**src/rtl/reaction_pkg.sv**
```systemverilog
// Shared types and constants for the reaction-test display path.
// Holds the FSM state encoding, BCD limits and the stimulus-delay LFSR helper.
package reaction_pkg;

    typedef enum logic [1:0] {
        IDLE = 2'd0,
        WAIT = 2'd1,
        MEAS = 2'd2,
        DONE = 2'd3
    } state_t;

    localparam logic [15:0] BCD_MAX   = 16'h9999;
    localparam logic [15:0] FOUL_CODE = 16'hEEEE;
    // Fibonacci taps 16,14,13,11 expressed as bit positions 15,13,12,10
    localparam logic [15:0] LFSR_TAPS = 16'hB400;

    function automatic logic [15:0] lfsr_next(input logic [15:0] cur);
        return {cur[14:0], ^(cur & LFSR_TAPS)};
    endfunction

endpackage

```
**src/rtl/bcd_cnt4.sv**
```systemverilog
// Four-digit BCD up-counter with synchronous clear and increment that
// saturates at 9999 instead of wrapping.
module bcd_cnt4 (
    input  logic        clk,
    input  logic        rst_n,
    input  logic        clr,
    input  logic        inc,
    output logic [15:0] count
);
    import reaction_pkg::*;

    logic [15:0] count_r;
    logic [15:0] count_next_s;

    function automatic logic [15:0] bcd_inc(input logic [15:0] v);
        logic [15:0] r;
        logic        carry;
        r     = v;
        carry = 1'b1;
        for (int i = 0; i < 4; i++) begin
            if (carry) begin
                if (r[4*i +: 4] == 4'd9) begin
                    r[4*i +: 4] = 4'd0;
                end else begin
                    r[4*i +: 4] = r[4*i +: 4] + 4'd1;
                    carry       = 1'b0;
                end
            end
        end
        return r;
    endfunction

    // Next-count selection: clear wins, then a non-saturated increment
    always_comb begin
        count_next_s = count_r;
        if (clr) begin
            count_next_s = 16'h0000;
        end else if (inc && (count_r != BCD_MAX)) begin
            count_next_s = bcd_inc(count_r);
        end else begin
            count_next_s = count_r;
        end
    end

    // Count register
    always_ff @(posedge clk or negedge rst_n) begin
        if (!rst_n) begin
            count_r <= 16'h0000;
        end else begin
            count_r <= count_next_s;
        end
    end

    assign count = count_r;

endmodule

```
**src/rtl/reaction_timer.sv**
```systemverilog
// Reaction timer: random wait after start, then lights the LED and counts ms in BCD
// until hit. Define REACTION_FALSE_START_EN to report a hit during the wait as 16'hEEEE.
module reaction_timer #(
    parameter int unsigned TICK_DIV   = 50000,
    parameter int unsigned MIN_DLY_MS = 1000,
    parameter logic [15:0] RND_MASK   = 16'h07FF,
    parameter logic [15:0] LFSR_SEED  = 16'hACE1
) (
    input  logic        clk,
    input  logic        rst_n,
    input  logic        start,
    input  logic        hit,
    output logic        led,
    output logic        restart,
    output logic        det_end,
    output logic [15:0] ctrl
);
    import reaction_pkg::*;

    localparam int TW = (TICK_DIV > 1) ? $clog2(TICK_DIV) : 1;
    localparam logic [TW-1:0] TICK_LAST = TW'(TICK_DIV - 1);

    state_t        state_r;
    logic [TW-1:0] tick_cnt_r;
    logic [TW-1:0] tick_next_s;
    logic          tick_s;
    logic [15:0]   delay_r;
    logic [15:0]   lfsr_r;
    logic          led_r;
    logic          restart_r;
    logic          det_end_r;
    logic [15:0]   ctrl_r;
    logic          expire_s;
    logic          foul_s;
    logic          cnt_clr_s;
    logic          cnt_inc_s;
    logic [15:0]   count_s;

    assign tick_s      = (tick_cnt_r == TICK_LAST);
    assign tick_next_s = tick_s ? '0 : (tick_cnt_r + TW'(1));
    // A delay of 0 or 1 expires on the next tick, so a zero load cannot underflow
    assign expire_s    = (state_r == WAIT) && tick_s && (delay_r <= 16'd1);
`ifdef REACTION_FALSE_START_EN
    assign foul_s      = (state_r == WAIT) && hit;
`else
    assign foul_s      = 1'b0;
`endif

    // Counter control: clear on entry to MEAS, increment on ticks unless hit discards it
    always_comb begin
        cnt_clr_s = 1'b0;
        cnt_inc_s = 1'b0;
        if (state_r == WAIT) begin
            cnt_clr_s = expire_s && !foul_s;
        end else if (state_r == MEAS) begin
            cnt_inc_s = tick_s && !hit;
        end else begin
            cnt_clr_s = 1'b0;
        end
    end

    // LFSR free-runs in every state so the delay depends on when start arrives
    always_ff @(posedge clk or negedge rst_n) begin
        if (!rst_n) begin
            lfsr_r <= LFSR_SEED;
        end else begin
            lfsr_r <= lfsr_next(lfsr_r);
        end
    end

    // Trial FSM with tick divider, delay counter and registered outputs
    always_ff @(posedge clk or negedge rst_n) begin
        if (!rst_n) begin
            state_r    <= IDLE;
            tick_cnt_r <= '0;
            delay_r    <= 16'd0;
            led_r      <= 1'b0;
            restart_r  <= 1'b0;
            det_end_r  <= 1'b0;
            ctrl_r     <= 16'h0000;
        end else begin
            restart_r  <= 1'b0;
            det_end_r  <= 1'b0;
            tick_cnt_r <= tick_next_s;
            case (state_r)
                IDLE: begin
                    led_r <= 1'b0;
                    if (start) begin
                        state_r    <= WAIT;
                        restart_r  <= 1'b1;
                        delay_r    <= 16'(MIN_DLY_MS) + (lfsr_r & RND_MASK);
                        tick_cnt_r <= '0;
                    end
                end
                WAIT: begin
                    if (foul_s) begin
                        state_r    <= DONE;
                        det_end_r  <= 1'b1;
                        ctrl_r     <= FOUL_CODE;
                        tick_cnt_r <= '0;
                    end else if (expire_s) begin
                        state_r    <= MEAS;
                        led_r      <= 1'b1;
                        tick_cnt_r <= '0;
                    end else if (tick_s) begin
                        delay_r <= delay_r - 16'd1;
                    end
                end
                MEAS: begin
                    if (hit) begin
                        state_r    <= DONE;
                        led_r      <= 1'b0;
                        det_end_r  <= 1'b1;
                        ctrl_r     <= count_s;
                        tick_cnt_r <= '0;
                    end
                end
                DONE: begin
                    state_r    <= IDLE;
                    led_r      <= 1'b0;
                    tick_cnt_r <= '0;
                end
                default: begin
                    state_r    <= IDLE;
                    led_r      <= 1'b0;
                    tick_cnt_r <= '0;
                end
            endcase
        end
    end

    bcd_cnt4 u_cnt (
        .clk   (clk),
        .rst_n (rst_n),
        .clr   (cnt_clr_s),
        .inc   (cnt_inc_s),
        .count (count_s)
    );

    assign led     = led_r;
    assign restart = restart_r;
    assign det_end = det_end_r;
    assign ctrl    = ctrl_r;

endmodule

```
**config.mk**
```make
export PLATFORM = sky130hd
export DESIGN_NAME = reaction_timer
export DESIGN_NICKNAME = d
export VERILOG_FILES = /design/src/rtl/reaction_pkg.sv /design/src/rtl/bcd_cnt4.sv /design/src/rtl/reaction_timer.sv
export SDC_FILE = /design/constraint.sdc
export NUM_CORES = 1
export LEC_CHECK = 0
export CAP_MARGIN = 20
export CORE_AREA = 2 2 97 99
export DETAILED_ROUTE_END_ITERATION = 10
export DIE_AREA = 0 0 99 101
export PLACE_DENSITY = 0.67
export SYNTH_ARGS = -nofsm -noshare
export SYNTH_HDL_FRONTEND = slang
export SYNTH_HIERARCHICAL = 1
export SYNTH_SLANG_ARGS = --single-unit
```
**constraint.sdc**
```tcl
create_clock -name clk -period 6.4 [get_ports clk]
set_input_delay 0.96 -clock clk [delete_from_list [all_inputs] [get_ports clk]]
set_output_delay 0.96 -clock clk [all_outputs]
set_load 0.1 [all_outputs]
```
# == Word-level counts from Yosys, hierarchy flattened ==
# Index checks and enable logic that the tools add are counted.
# Widths: inputs -> output; s select.
# op_classes
add_sub_neg,7
order_cmp,1
n_eq_ne,14
n_mux,43
reduce_logical,20
# ops
operator,count
$mux 16,9
$pmux 16 s4,1
$pmux 16 s2,1
$mux 4,7
$mux 1,20
$add 16x1->16 const B,1
$add 4x1->4 const B,4
$eq 16x16->1 const B,1
$eq 4x4->1 const B,4
$le 16x1->1 const B,1
$ne 16x16->1 const B,1
$reduce_xor 16->1,1
$sub 16x1->16 const B,1
$add 10x11->12 const A,1
$ne 2x2->1 const B,5
$reduce_and 2->1,5
$reduce_bool 2->1,5
$pmux 2 s4,1
$mux 2,3
$eq 2x2->1 const B,2
$logic_and 1x1->1,4
$reduce_and 4->1,1
$pmux 1 s3,1
$reduce_and 3->1,1
other kinds (4),4
# totals
ff_bits,85
input_bits,4
output_inout_bits,19
word_cells,97

# == Depth between registers and ports, before layout ==
# logic_depth
ltp_word,16
depth_mapped,11

# == Modules after synthesis ==
# The synthesis kept the hierarchy.
# by_module_without_submodules
module,n_inst,cells_per_inst,area_each_um2
reaction_timer,1,306,3324.4
bcd_cnt4,1,99,1007.2

# == Least setup slack after synthesis ==
# OpenSTA, ideal clock, no wires.
# synth_timing
path_kind,register to register
from,register state_r[1]
to,register u_cnt.count_r[12] (netlist: u_cnt/count[12])
setup_ns,0.133
arrival_ns,2.482
t_required_ns,6.267
slack_ns,3.785
stages_incl_launch_ff,10
synth_period_minus_slack_ns,2.615
path_cell_list,dfrtp_1 -> inv_1 -> ha_1 -> or4b_1 -> or4_1 -> or3_1 -> nor2_1 -> clkbuf_1 -> clkbuf_1 -> nor2_1
# synth_via
elab_chain_cells,6
# synth_rtl
element,line,rtl
"start, declared",reaction_timer.sv:23,state_t state_r;
"start signal, assigned",reaction_timer.sv:74,state_r <= IDLE;
"start signal, assigned",reaction_timer.sv:89,state_r <= WAIT;
"start signal, assigned",reaction_timer.sv:97,state_r <= DONE;
$eq 2x1->1 *,"reaction_timer.sv:42, reaction_timer.sv:53",
$logic_and 1x1->1 (2 in series),reaction_timer.sv:42,assign expire_s = (state_r == WAIT) && tick_s && (delay_r <= 16'd1);
$mux 1 *,reaction_timer.sv:53,if (state_r == WAIT) begin
net cnt_clr_s,reaction_timer.sv:35,logic cnt_clr_s;
$reduce_bool 2->1 (no source line),-,
$reduce_and 2->1 (no source line),-,
"end signal, assigned",bcd_cnt4.sv:50,count_r <= count_next_s;
"end, declared",bcd_cnt4.sv:12,logic [15:0] count_r;
# Mark *: on every way through the listed nets, which the timed path passes. The rest lies on a longest branch.
# A chain may end at the register's enable or synchronous reset.

# == Worst setup path in the final report ==
# layout_timing
from,register state_r[1]
to,register u_cnt.count_r[13] (netlist: u_cnt/count[13])
# The elaborated chain is that of the path after synthesis.

==> metrics.txt <==
fillers=750; Row Count=35; vias per inst=about 5.7; routability congestion estimate=0.816; first-pass GRT wire length=~14000 um; CP Data Arrival Time=about 3.6 ns; max_slew headroom=roughly 33%; RSZ-0062 raised after global routing=no; Netlist cell types=67; setup ws final=3.05 ns; Worst Setup Path Type=reg -> reg; hold path cells=0; grt ovf=0; Leak=about 2.2 nW; post-route ant nets=0; CTS tree=yes; syn nets=422; area occupied by multi-input gates=just over 2000 sq um; pwr dens=192 nW/um^2; fin crit share=between 50 and 60%; Max Clk Rate=298 MHz; Port-buffer cells=22; die area=10000 sq um; Remaining DRCs=0; peak supply drop=roughly 87 uV; R2R Setup Slk=3.05 ns; design area=roughly 4900 sq um; Synth async-reset ratio=100%; Reg2Reg Depth=9; Sequential Area=~2100 sq um; share of cells above drive strength 1=~15%; Hold Crit Class=reg -> reg; total of max-cap violations=0; Final HPWL DP=around 5500 um; most frequent cells in the layout=dfrtp_1, nor2_1, a21oi_1, nand2_1; worst-case clock buffer depth=2; YS warnings=6; Detail Route met2 WL=about 4000 um; worst-margin pin slew=about 1 ns; cells resized by post-CTS repair=0; area growth from synthesis to layout=12.5%; Critical Path Sink Type=register; Hold Fails Final Rpt=0; Sink Count=85; # placed instances=approximately 530; I/O pin cnt=23; clk_skew=between 0.01 and 0.015 ns; most common cell after layout, fill and taps aside=dfrtp_1; Post-CTS Setup Bufs=0; Post-synth EDFFs=0; Syn Std Cell Area=roughly 4300 sq um; wl on met1=about 4000 um; status=completed; Place WS=2.54 ns; Slew Limit Fails=0; worst skew pair latency=between 0.3 and 0.4 ns; filler-free cell count of the finished design=545; share of the synthesized area in the top cell type=~44%; Crit path required time=about 6.6 ns; Total GRT Usage=roughly 18%; Avg Inst Size Synth=about 11 sq um; Initial Util=48.3%; Startpoint Class=register; setup TNS=0 ns; Mapped Cells=about 410; flops & latches, synth=85; Yosys top cell by area=dfrtp_1; Root Driver=clkbuf_8; synth top area cells=dfrtp_1, dfstp_2, mux2_2; Vias=just over 3k; vias in the first global route=roughly 3.1k; placed instance area=roughly 4600 sq um; CTS Buf Count=9; wire length on met3=roughly 180 um; DR WL/cell=between 15 and 20 um; CTS Hold Bufs=0; post-layout min period=3.35 ns; uppermost layer routed=met4; Top FF cell, synth=dfrtp_1; initial DRC count=between 100 and 150; die boundary height=101 um; largest net degree at the start of global routing=86; CORE AREA=8980 sq um; Die W=approximately 99 um; post-synthesis sequential area ratio=a little under 50%; final setup vio count=0; ant diodes=0; Nets=between 400 and 500; crit-path max FO=between 40 and 50; DRT Pass-1 Iters=4; Worst-path clk slew=roughly 0.09 ns; initial antenna violation count=0; H-tree levels=3; Routed WL=roughly 8400 um
[power breakdown]
group	total [mW]	leakage, nW	internal [mW]	switching, mW
clock network	0.385	0.0971	0.184	0.201
registers	0.537	1.11	0.537	0
logic	0.0144	0.965	0.00332	0.0111
[per-stage QoR]
stage,utilization (%),hold slack (ns),total power [mW]
after floorplan,-,0.333,0.548
after global placement,51.6,0.337,0.560
after detailed placement,51.6,0.344,0.560
after CTS,53.8,0.364,0.947
after global routing,54.3,0.381,0.975
final,54.3,0.361,0.936
[cell families (layout without fill, tap and decap cells)]
logic type      Yosys count  in the layout  share of synthesized area (%)
compound gates           86             86                           13.6
simple gates            135            135                           18.1
fa+ha+maj                13             13                           3.76
buf+inv                  36             65                           3.81
mux                      25             25                           6.30
flops                    85             85                           49.3
xor+xnor                 25             25                           5.05
[layout make-up]
cell class / instances / share of cell area (%)
clock buffers: 10 / 2.62
flip-flops and latches: 85 / 43.8
multi-input cells: 284 / 41.8
well taps: 111 / 2.85
inverters: 21 / 1.62
clock inverters: 6 / 1.49
repair buffers: 28 / 5.80
[path summary, 6_finish.rpt]
path                                         to       start
worst max-delay path            u_cnt/count[13]  state_r[1]
max in group asynchronous             lfsr_r[6]       rst_n
worst min register to register       lfsr_r[15]  lfsr_r[14]
min in group asynchronous             lfsr_r[3]       rst_n
worst min-delay path                 lfsr_r[15]  lfsr_r[14]
worst max register to register  u_cnt/count[13]  state_r[1]
[layer usage]
| metal | global-route usage (%) | vias up |
|---|---|---|
| met5 | 0 | - |
| met4 | 8.32 | 0 |
| met3 | 2.70 | 11 |
| met2 | 28.0 | 33 |
| met1 | 24.4 | 1527 |
| li1 | - | 1516 |
[worst max-delay path, stage by stage, from the launching register on]
cell and delay [ns]:
dfrtp_1 0.41, inv_1 0.09, ha_1 0.14, buf_4 0.39
or4b_1 0.54, or4_1 0.45, or3_1 0.39, nor2_1 0.47
buf_4 0.28, a211oi_1 0.06
[Yosys cell counts (all sizes together) (7+ instances only)]
master / n
dfstp: 8
a21oi: 26
or3: 8
mux2i: 7
nor3: 8
a31oi: 9
mux2: 18
nor2: 36
xor2: 12
nand2: 23
dfrtp: 77
ha: 13
inv: 21
nand3: 13
o21ai: 16
xnor2: 13
clkbuf: 12
[registers in the layout, indices dropped and copies added, names as in the netlist, 2 cells and up]
register     flops
tick_cnt_r      16
ctrl            16
lfsr_r          16
state_r          2
delay_r         16
u_cnt/count     16
Note: power is estimated with default switching activity, not from simulation.
